--- src/rtl/ram_port_arb.sv ---
// Round-robin arbiter merging two bus hosts onto one 1-cycle-latency RAM port.
// Define RAM_PORT_ARB_ZERO_INIT_EN to zero-fill the RAM after reset before serving hosts.
module ram_port_arb #(
    parameter int unsigned Depth    = 128,
    parameter logic [31:0] BaseAddr = 32'h0000_0000
) (
    input  logic        clk_i,
    input  logic        rst_ni,
    input  logic        h0_req_i,
    output logic        h0_gnt_o,
    input  logic        h0_we_i,
    input  logic [3:0]  h0_be_i,
    input  logic [31:0] h0_addr_i,
    input  logic [31:0] h0_wdata_i,
    output logic        h0_rvalid_o,
    output logic [31:0] h0_rdata_o,
    input  logic        h1_req_i,
    output logic        h1_gnt_o,
    input  logic        h1_we_i,
    input  logic [3:0]  h1_be_i,
    input  logic [31:0] h1_addr_i,
    input  logic [31:0] h1_wdata_i,
    output logic        h1_rvalid_o,
    output logic [31:0] h1_rdata_o,
    output logic        ram_req_o,
    output logic        ram_we_o,
    output logic [3:0]  ram_be_o,
    output logic [31:0] ram_addr_o,
    output logic [31:0] ram_wdata_o,
    input  logic        ram_rvalid_i,
    input  logic [31:0] ram_rdata_i,
    output logic        init_done_o
);

    logic run;
    logic init_act;
    logic last_q;
    logic own_vld_q;
    logic own_q;

`ifdef RAM_PORT_ARB_ZERO_INIT_EN
    localparam int unsigned CntW = (Depth > 1) ? $clog2(Depth) : 1;

    typedef enum logic {
        ST_INIT,
        ST_RUN
    } state_e;

    state_e            state_q;
    logic [CntW-1:0]   cnt_q;
    logic              init_done_q;
    logic [31:0]       init_addr;

    always_ff @(posedge clk_i or negedge rst_ni) begin
        if (!rst_ni) begin
            state_q     <= ST_INIT;
            cnt_q       <= '0;
            init_done_q <= 1'b0;
        end else begin
            unique case (state_q)
                ST_INIT: begin
                    cnt_q <= cnt_q + CntW'(1);
                    if (cnt_q == CntW'(Depth - 1)) begin
                        state_q     <= ST_RUN;
                        init_done_q <= 1'b1;
                    end
                end
                ST_RUN: ;
                default: state_q <= ST_INIT;
            endcase
        end
    end

    assign run         = (state_q == ST_RUN);
    assign init_act    = (state_q == ST_INIT);
    assign init_addr   = BaseAddr + (32'(cnt_q) << 2);
    assign init_done_o = init_done_q;
`else
    logic unused_cfg;
    assign unused_cfg  = ^{BaseAddr, Depth};
    assign run         = 1'b1;
    assign init_act    = 1'b0;
    assign init_done_o = 1'b1;
`endif

    // On contention the host that did not win last time gets the port
    assign h0_gnt_o = run & h0_req_i & (~h1_req_i | last_q);
    assign h1_gnt_o = run & h1_req_i & (~h0_req_i | ~last_q);

    always_comb begin
        ram_req_o   = h0_gnt_o | h1_gnt_o;
        ram_we_o    = 1'b0;
        ram_be_o    = 4'h0;
        ram_addr_o  = 32'h0;
        ram_wdata_o = 32'h0;
        unique case (1'b1)
`ifdef RAM_PORT_ARB_ZERO_INIT_EN
            init_act: begin
                ram_req_o  = 1'b1;
                ram_we_o   = 1'b1;
                ram_be_o   = 4'hF;
                ram_addr_o = init_addr;
            end
`endif
            h0_gnt_o: begin
                ram_we_o    = h0_we_i;
                ram_be_o    = h0_be_i;
                ram_addr_o  = h0_addr_i;
                ram_wdata_o = h0_wdata_i;
            end
            h1_gnt_o: begin
                ram_we_o    = h1_we_i;
                ram_be_o    = h1_be_i;
                ram_addr_o  = h1_addr_i;
                ram_wdata_o = h1_wdata_i;
            end
            default: ;
        endcase
    end

    always_ff @(posedge clk_i or negedge rst_ni) begin
        if (!rst_ni) begin
            last_q    <= 1'b1;
            own_vld_q <= 1'b0;
            own_q     <= 1'b0;
        end else begin
            own_vld_q <= h0_gnt_o | h1_gnt_o;
            own_q     <= h1_gnt_o;
            if (h0_gnt_o) begin
                last_q <= 1'b0;
            end else if (h1_gnt_o) begin
                last_q <= 1'b1;
            end
        end
    end

    // Init-sweep and stray responses never reach a host: own_vld_q is clear
    assign h0_rvalid_o = ram_rvalid_i & own_vld_q & ~own_q;
    assign h1_rvalid_o = ram_rvalid_i & own_vld_q & own_q;
    assign h0_rdata_o  = h0_rvalid_o ? ram_rdata_i : 32'h0;
    assign h1_rdata_o  = h1_rvalid_o ? ram_rdata_i : 32'h0;

    logic unused_init;
    assign unused_init = init_act & 1'b0;

endmodule

--- config.mk ---
export PLATFORM = sky130hd
export DESIGN_NAME = ram_port_arb
export DESIGN_NICKNAME = d
export VERILOG_FILES = /design/src/rtl/ram_port_arb.sv
export SDC_FILE = /design/constraint.sdc
export NUM_CORES = 1
export LEC_CHECK = 0
export CORE_AREA = 2 2 123 125
export DETAILED_ROUTE_END_ITERATION = 6
export DIE_AREA = 0 0 125 127
export SKIP_LAST_GASP = 1
export SLEW_MARGIN = 10
export SYNTH_ARGS = -nofsm -noshare
export SYNTH_HDL_FRONTEND = slang
export SYNTH_SLANG_ARGS = --single-unit
--- constraint.sdc ---
create_clock -name clk_i -period 2.55 [get_ports clk_i]
set_input_delay 0.255 -clock clk_i [delete_from_list [all_inputs] [get_ports clk_i]]
set_output_delay 0.255 -clock clk_i [all_outputs]
set_load 0.005 [all_outputs]
# Yosys cells after proc, flatten, opt, wreduce, memory -nomap -nowiden
# Index checks and enable logic that the tools add are counted.
[totals]
ff_bits = 3
inputBits = 175
output_inout_bits = 139
elab_cells = 24
[classes]
muxes = 8
bitwise_logic = 12
reduce_logical = 1
[op_table]
columns = ["cell", "count"]
rows = [
  ["case mux 32 bit (2 select lines)", 2],
  ["two-way mux 32 bit", 2],
  ["case mux 4 bit (2 select lines)", 1],
  ["AND 1 bit", 5],
  ["inverter 1 bit", 4],
  ["OR 1 bit", 3],
  ["two-way mux 1 bit", 2],
  ["case mux 1 bit (2 select lines)", 1],
  ["nonzero test 2 bit", 1],
]

# Logic depth before layout (Yosys ltp)
# Gate-level depths: netlist of run 1.
[logic_depth]
word_depth = 5
mapped_depth = 4
depth_no_buf = 2

# Worst setup path after synthesis of run 1
# OpenSTA, ideal clock, no wires.
[synth_path]
kind = "flip-flop to output port"
startpoint = "register last_q"
endpoint = "output port ram_addr_o[17]"
arrival_time_ns = 1.115
required_ns = 2.295
slack_ns = 1.180
stages_incl_launch_ff = 5
path_buffers = 2
path_cell_list = "dfstp_2 nand2b_1 buf_6 buf_8 a32o_1"
[synth_between]
elab_chain_cells = 4
elab_cells_between_ends = 6
classes_between = "mux (1); bitwise (5)"
[synth_lines]
columns = ["item", "line_no", "rtl"]
rows = [
  ["start: declaration", "37", "logic last_q;"],
  ["start signal: assignment", "123", "last_q <= 1'b1;"],
  ["start signal: assignment", "130", "last_q <= 1'b0;"],
  ["start signal: assignment", "132", "last_q <= 1'b1;"],
  ["inverter 1 bit", "88", "assign h1_gnt_o = run & h1_req_i & (~h0_req_i | ~last_q);"],
  ["OR 1 bit", "88", ""],
  ["AND 1 bit", "88", ""],
  ["case mux 32 bit (2 select lines) (*)", "96", "unique case (1'b1)"],
  ["end: declaration", "28", "output logic [31:0] ram_addr_o,"],
]
# Every way passes the cells marked *; elsewhere a longest branch is shown, timed or not.

# Worst setup path in the final report of run 1
[layout_path]
startpoint = "input port h1_req_i"
endpoint = "output port ram_addr_o[26]"
[layout_between]
elab_chain_cells = 4
elab_cells_between_ends = 5
classes_between = "mux (1); bitwise (4)"
[layout_lines]
columns = ["item", "line_no", "rtl"]
rows = [
  ["start: declaration", "17", "input logic h1_req_i,"],
  ["inverter 1 bit", "87", "assign h0_gnt_o = run & h0_req_i & (~h1_req_i | last_q);"],
  ["OR 1 bit", "87", ""],
  ["AND 1 bit", "87", ""],
  ["case mux 32 bit (2 select lines) (*)", "96", ""],
]
# Marks and branches as above.

==> metrics, run 1 <==
share of cells above drive strength 1 16.0%; Core ar. about 0.014 sq mm; Initial DRC Count 70; root buf cell clkbuf_16; Clock Tree Buf Depth 2; Synth area leaders a32o_2 (43%), and2_1 (26%), buf_8 (6.7%), buf_6 (6.4%), a32o_1 (5.7%); number of global-route vias before repair about 2800; total power 1.22 mW; share of the synthesized area in the top cell type about 43%; PwrDens 253 mW/mm^2; Critical Path Source Type primary input; count leader, synth and2_1; die footprint 0.0159 sq mm; max cap viols 0; antenna-violating nets left 0; total gr overflow 0; critical path's slowest cell clkdlybuf4s50_1; CTS Sinks 3; CP Class in2out; critical-path cell list clkdlybuf4s50_1 > a21boi_4 > buf_12 > a32o_2 > clkdlybuf4s50_1; syn_nets 350; Synth cell types 18; Setup TNS Final 0 ps; Total Nets Final 644; gp weighted congestion 0.832; leak pwr 1.94 nW; post-CTS setup buffer count 0; crit path time final 2320 ps; slowest stage delay, CP 540 ps; Crit Path Max Fanout 71; post_cts resized 0; FMAX roughly 430 MHz; CP Capture Type output pin; die height between 100 and 150 um; row count 44; Tcrit/Tclk final 90.8%; syn_area_per_cell 8.98 sq um; Initial Util 10.9%; overall routing resource usage 11.5%; Post-synth top cells and2_1 (65), a32o_2 (60), clkbuf_1 (12); Pre-antenna DRT Iters 4; Slew Limit Fails 0; sequential element share of the synthesized area 4.86%; ys flop type dfrtp_1; htree depth 1; antenna cell count 0; I/O pins 314; clk_skew 1.01 ps; DRC violations left 0; Detailed Place HPWL about 8400 um; synthesized instance count 175; hold buffers post-CTS 0; most numerous cell on the critical path clkdlybuf4s50_1; Port Buffers approximately 310; Hold Vio Cnt, Final 0; Final setup viols 0; Post-synth ARST share 100%; outcome finished, final reports clean; initial antenna violation count 0; clk_lat worst skew 220 ps; post-synth top area cell a32o_2; Die Span X 125 um; CTS tree done; YS warnings 0; post-synthesis cell area 0.00157 sq mm; global-route wire length before repair ~15000 um; pin count of the biggest net entering global routing 72; post-DR wirelength/cell 15.4 um; Peak VDD IR between 0.00015 and 0.0002 V; required time worst endpoint 2300 ps; data arrival time of the worst path 2060 ps; worst hold path class in2async; post-synthesis register bit count 3; via density per instance 4.12; EDFF count, synth 0; vias after detailed routing between 2000 and 3000; synth-to-layout area growth 206%; DRT Wirelength 10100 um; RSZ-0062 raised after global routing false; total CTS buffers 3; Clock transition at path regs 30 ps
[final cells by class]
type	count	area, sq um
fill	1471	9610
timing repair buffer	319	3200
multi-input combinational	142	1230
tap	184	230
clock buffer	4	78.8
sequential	3	76.3
[routing by layer]
layer	up-vias	track usage, %	wire [um]
li1	1293	-	-
met1	1214	13.3	3810
met2	176	21.9	5300
met3	4	3.14	901
met4	0	1.31	57
met5	-	0	0
[where the power goes]
group / internal [mW] / switching, mW / total [mW]
Sequential: 0.0544 / 0.00451 / 0.0589
Combinational: 0.638 / 0.275 / 0.913
Clock: 0.206 / 0.0405 / 0.247
Total: 0.899 / 0.320 / 1.22
[placed cells by master, fill, tap and decap left out]
cell and count:
and3_1 1, buf_4 5, nor2_1 1, buf_12 2, and3b_1 1, conb_1 1
clkdlybuf4s50_1 311, clkbuf_1 1, clkbuf_16 3, dfstp_2 1, buf_2 1, or2_2 1
a21boi_4 1, nand2b_2 1, a32o_2 60, dfrtp_1 2, and2_1 65, a21oi_1 1
a32o_1 9
[critical path, delay by kind of cell]
| family | cells | cell delay (ps) |
|---|---|---|
| compound gates | 2 | 400 |
| buf+inv | 3 | 1360 |
[flip-flops by register name (all words and copies together), names as in the netlist]
| name | flops |
|---|---|
| own_vld_q | 1 |
| last_q | 1 |
| own_q | 1 |
[path summary, 6_finish.rpt]
kind / cells past startpoint / slack (ps) / end / startpoint
max in group asynchronous: 1 / 2110 / last_q / rst_ni
min in group clk_i: 2 / 520 / last_q / last_q
max: 5 / 230 / ram_addr_o[26] / h1_req_i
max reg2reg: 2 / 1540 / own_q / last_q
min: 1 / 220 / own_q / rst_ni
min reg2reg: 2 / 520 / last_q / last_q
[kinds of logic after synthesis]
logic type	Yosys count	synth area share, %
AO/OA/AOI/OAI	71	50.2
buffers and inverters	30	16.8
flip-flops	3	4.86
other	1	0.239
AND/OR/NAND/NOR	70	27.9
[stage by stage]
step | std cells | worst slack (ps) | hold slack, ps | util [%] | area (sq um)
3_3_place_gp | 648 | 244 | 445 | 32.8 | 4740
3_5_place_dp | 648 | 214 | 453 | 32.8 | 4740
5_1_grt | 652 | 118 | 231 | 33.4 | 4810
2_1_floorplan | 175 | 1180 | -40.6 | - | 1570
4_1_cts | 652 | 194 | 223 | 33.4 | 4810
6_report | 652 | 235 | 219 | 33.4 | 4810
(Power assumes the default switching activity.)
==> run 2, diff against run 1 <==
--- a/config.mk
+++ b/config.mk
@@ -5,6 +5,7 @@
 export SDC_FILE = /design/constraint.sdc
 export NUM_CORES = 1
 export LEC_CHECK = 0
+export CAP_MARGIN = 10
 export CORE_AREA = 2 2 123 125
 export DETAILED_ROUTE_END_ITERATION = 6
 export DIE_AREA = 0 0 125 127
==> constraint.sdc (replaced) <==
create_clock -name clk_i -period 2.55 [get_ports clk_i]
set_input_delay 0.765 -clock clk_i [delete_from_list [all_inputs] [get_ports clk_i]]
set_output_delay 0.765 -clock clk_i [all_outputs]
set_load 0.005 [all_outputs]
==> run 2 against run 1 <==
- the run now ends with setup timing left
- worst setup slack lost 320 ps
- total power grew 15%
- maximum frequency shrank 12%
- count of clock-buffer cells in the layout is the same
- sequential share of layout area shrank 0.16 points
- clock power is essentially flat
- first-iteration DRC count grew 23%
- flip-flop and latch count is the same
- clock skew is essentially flat
- non-clock buffer count grew 59
- sequential power grew 0.8%
- combinational power grew 19%
- largest cell class unchanged
==> metrics, run 2 (same netlist as run 1, synthesis figures left out) <==
outcome finished, violations left (was finished, final reports clean); failing checks setup timing; Total Nets Final 703 (was 644); via density per instance 4.21 (was 4.12); pin count of the biggest net entering global routing 33 (was 72); DRC violations left 0 (unchanged); share of cells above drive strength 1 45.2% (was 16.0%); most frequent cells in the layout clkdlybuf4s50_1 (169), buf_2 (69), a32o_2 (60) (was clkdlybuf4s50_1 (311), and2_1 (65), a32o_2 (60)); Peak VDD IR 0.000192 V (was 0.000182 V); Top Layer Used met4 (unchanged); combinational power share 78.2% (was 74.9%); max cap viols 0 (unchanged); commonest non-fill, non-tap cell in the layout clkdlybuf4s50_1 (unchanged); CP Class in2out (unchanged); root buf cell clkbuf_16 (unchanged); overall routing resource usage 15.5% (was 11.5%); Clock Tree Buf Depth 2 (unchanged); Hold Vio Cnt, Final 0 (unchanged); WL met1 4830 um (was 3810 um); Core ar. 0.0144 sq mm (unchanged); required time worst endpoint 1790 ps (was 2300 ps); synth-to-layout area growth 241% (was 206%); clk_skew 0.852 ps (was 1.01 ps); non-filler cells, final 711 (was 652); FMAX 379 MHz (was 432 MHz); Initial Util 10.9% (unchanged); RSZ-0062 raised after global routing true (was false); Fill cells 1474 (was 1471); die height 127 um (unchanged); P_int 992 uW (was 899 uW); clk_lat worst skew 220 ps (about the same); leak pwr 2.67 nW (was 1.94 nW); CTS tree done (unchanged); antenna-violating nets left 0 (unchanged); CP Capture Type output pin (unchanged); Hold Slack 524 ps (was 219 ps); total CTS buffers 3 (unchanged); Largest regs last_q (1), own_q (1), own_vld_q (1) (unchanged); crit path time final 2640 ps (was 2320 ps); worst hold path class reg2reg (was in2async); Pre-antenna DRT Iters 4 (unchanged); row count 44 (unchanged); Slew Limit Fails 0 (unchanged); Final WS setup -88.7 ps (was 235 ps); Crit Path Max Fanout 7 (was 71); initial antenna violation count 0 (unchanged); hold buffers post-CTS 0 (unchanged); post-DR wirelength/cell 18.5 um (was 15.4 um); Die Span X 125 um (unchanged); Net Switching 407 uW (was 320 uW); post-route cell area 0.00537 sq mm (was 0.00481 sq mm); Clock transition at path regs 30 ps (about the same); data arrival time of the worst path 1870 ps (was 2060 ps); sequential cell fraction of total power 4.2% (was 4.8%); clock share of power 17.6% (was 20.2%); gp weighted congestion 0.827 (was 0.832); global-route wire length before repair 19500 um (was 15100 um); die footprint 0.0159 sq mm (unchanged); total gr overflow 0 (unchanged); htree depth 1 (unchanged); dpl cells 656 (was 648); Initial DRC Count 86 (was 70); met2 WL 7260 um (was 5300 um); Detailed Place HPWL 8830 um (was 8390 um); sw frac 29.1% (was 26.3%); number of global-route vias before repair 3326 (was 2755); PwrDens 261 mW/mm^2 (was 253 mW/mm^2); Final setup viols 22 (was 0); Tcrit/Tclk final 103% (was 90.8%); CTS Sinks 3 (unchanged); I/O pins 314 (unchanged); WL met3 966 um (was 901 um); DRT Wirelength 13200 um (was 10100 um); vias after detailed routing 2993 (was 2687); Critical Path Source Type primary input (unchanged); antenna cell count 0 (unchanged); Port Buffers 312 (unchanged); Cell Area, Placed 0.00486 sq mm (was 0.00474 sq mm)
-- run 2: cell types whose count changed in the layout (fill, tap and decap cells not counted), moves of 13 or more --
cell,change
buf_16,+13
dlygate4sd2_1,+23
buf_6,+31
clkdlybuf4s15_1,+21
clkbuf_2,+18
buf_2,+68
clkdlybuf4s50_1,-142
-- run 2: path summary, 6_finish.rpt --
check | startpoint | endpoint | slack [ps] | cells past startpoint
worst min-delay path | last_q | last_q | 520 | 2
worst max-delay path | h1_req_i | ram_addr_o[28] | -90 | 9
worst min register to register | last_q | last_q | 520 | 2
worst max register to register | last_q | own_q | 1510 | 3
max in group asynchronous | rst_ni | last_q | 1610 | 1
min in group asynchronous | rst_ni | own_q | 720 | 1
-- run 2: timing repair --
action / CTS / global route
cloned: 19 / 0
gates resized for setup: 415 / 89
endpoints found under the setup margin: 138 / 98
pin swaps: 5 / 9
buffers inserted: 32 / 8
-- run 2: routing by layer --
layer / vias to the layer above / GRT usage, %
li1: 1417 / -
met1: 1381 / 16.5
met2: 186 / 32.0
met3: 9 / 2.81
met4: 0 / 2.22
met5: - / 0
-- run 2: per-stage QoR --
stage	setup slack (ps)	util (%)	setup TNS (ps)	power, mW
after global placement	-663	33.7	-75690	1.00
after global routing	-125	37.2	-2120	1.49
after CTS	-322	37.8	-8160	1.43
after detailed placement	-676	33.7	-77140	1.01
after floorplan	318	-	0	0.383
final	-88.7	37.2	-719	1.40
-- run 2: power by group through the flow --
stage | combinational [mW] | sequential, mW | clock [mW]
2_1_floorplan | 0.325 | 0.0582 | 0
3_3_place_gp | 0.945 | 0.0593 | 0
3_5_place_dp | 0.953 | 0.0592 | 0
4_1_cts | 1.12 | 0.0594 | 0.251
5_1_grt | 1.16 | 0.0602 | 0.264
6_report | 1.09 | 0.0594 | 0.246
-- run 2: final cells by class --
type / instances / area, sq um / area share (%)
multi-input combinational: 142 / 1260 / 23.5
sequential: 3 / 76.3 / 1.42
clock buffer: 4 / 78.8 / 1.47
timing repair buffer: 378 / 3720 / 69.3
tap: 184 / 230 / 4.29
-- run 2: worst max-delay path, stage by stage --
cell and delay (ps):
buf_8 70, buf_6 90, nand2b_4 60, buf_6 120
buf_6 120, buf_12 130, buf_6 110, a32o_2 260
buf_2 130
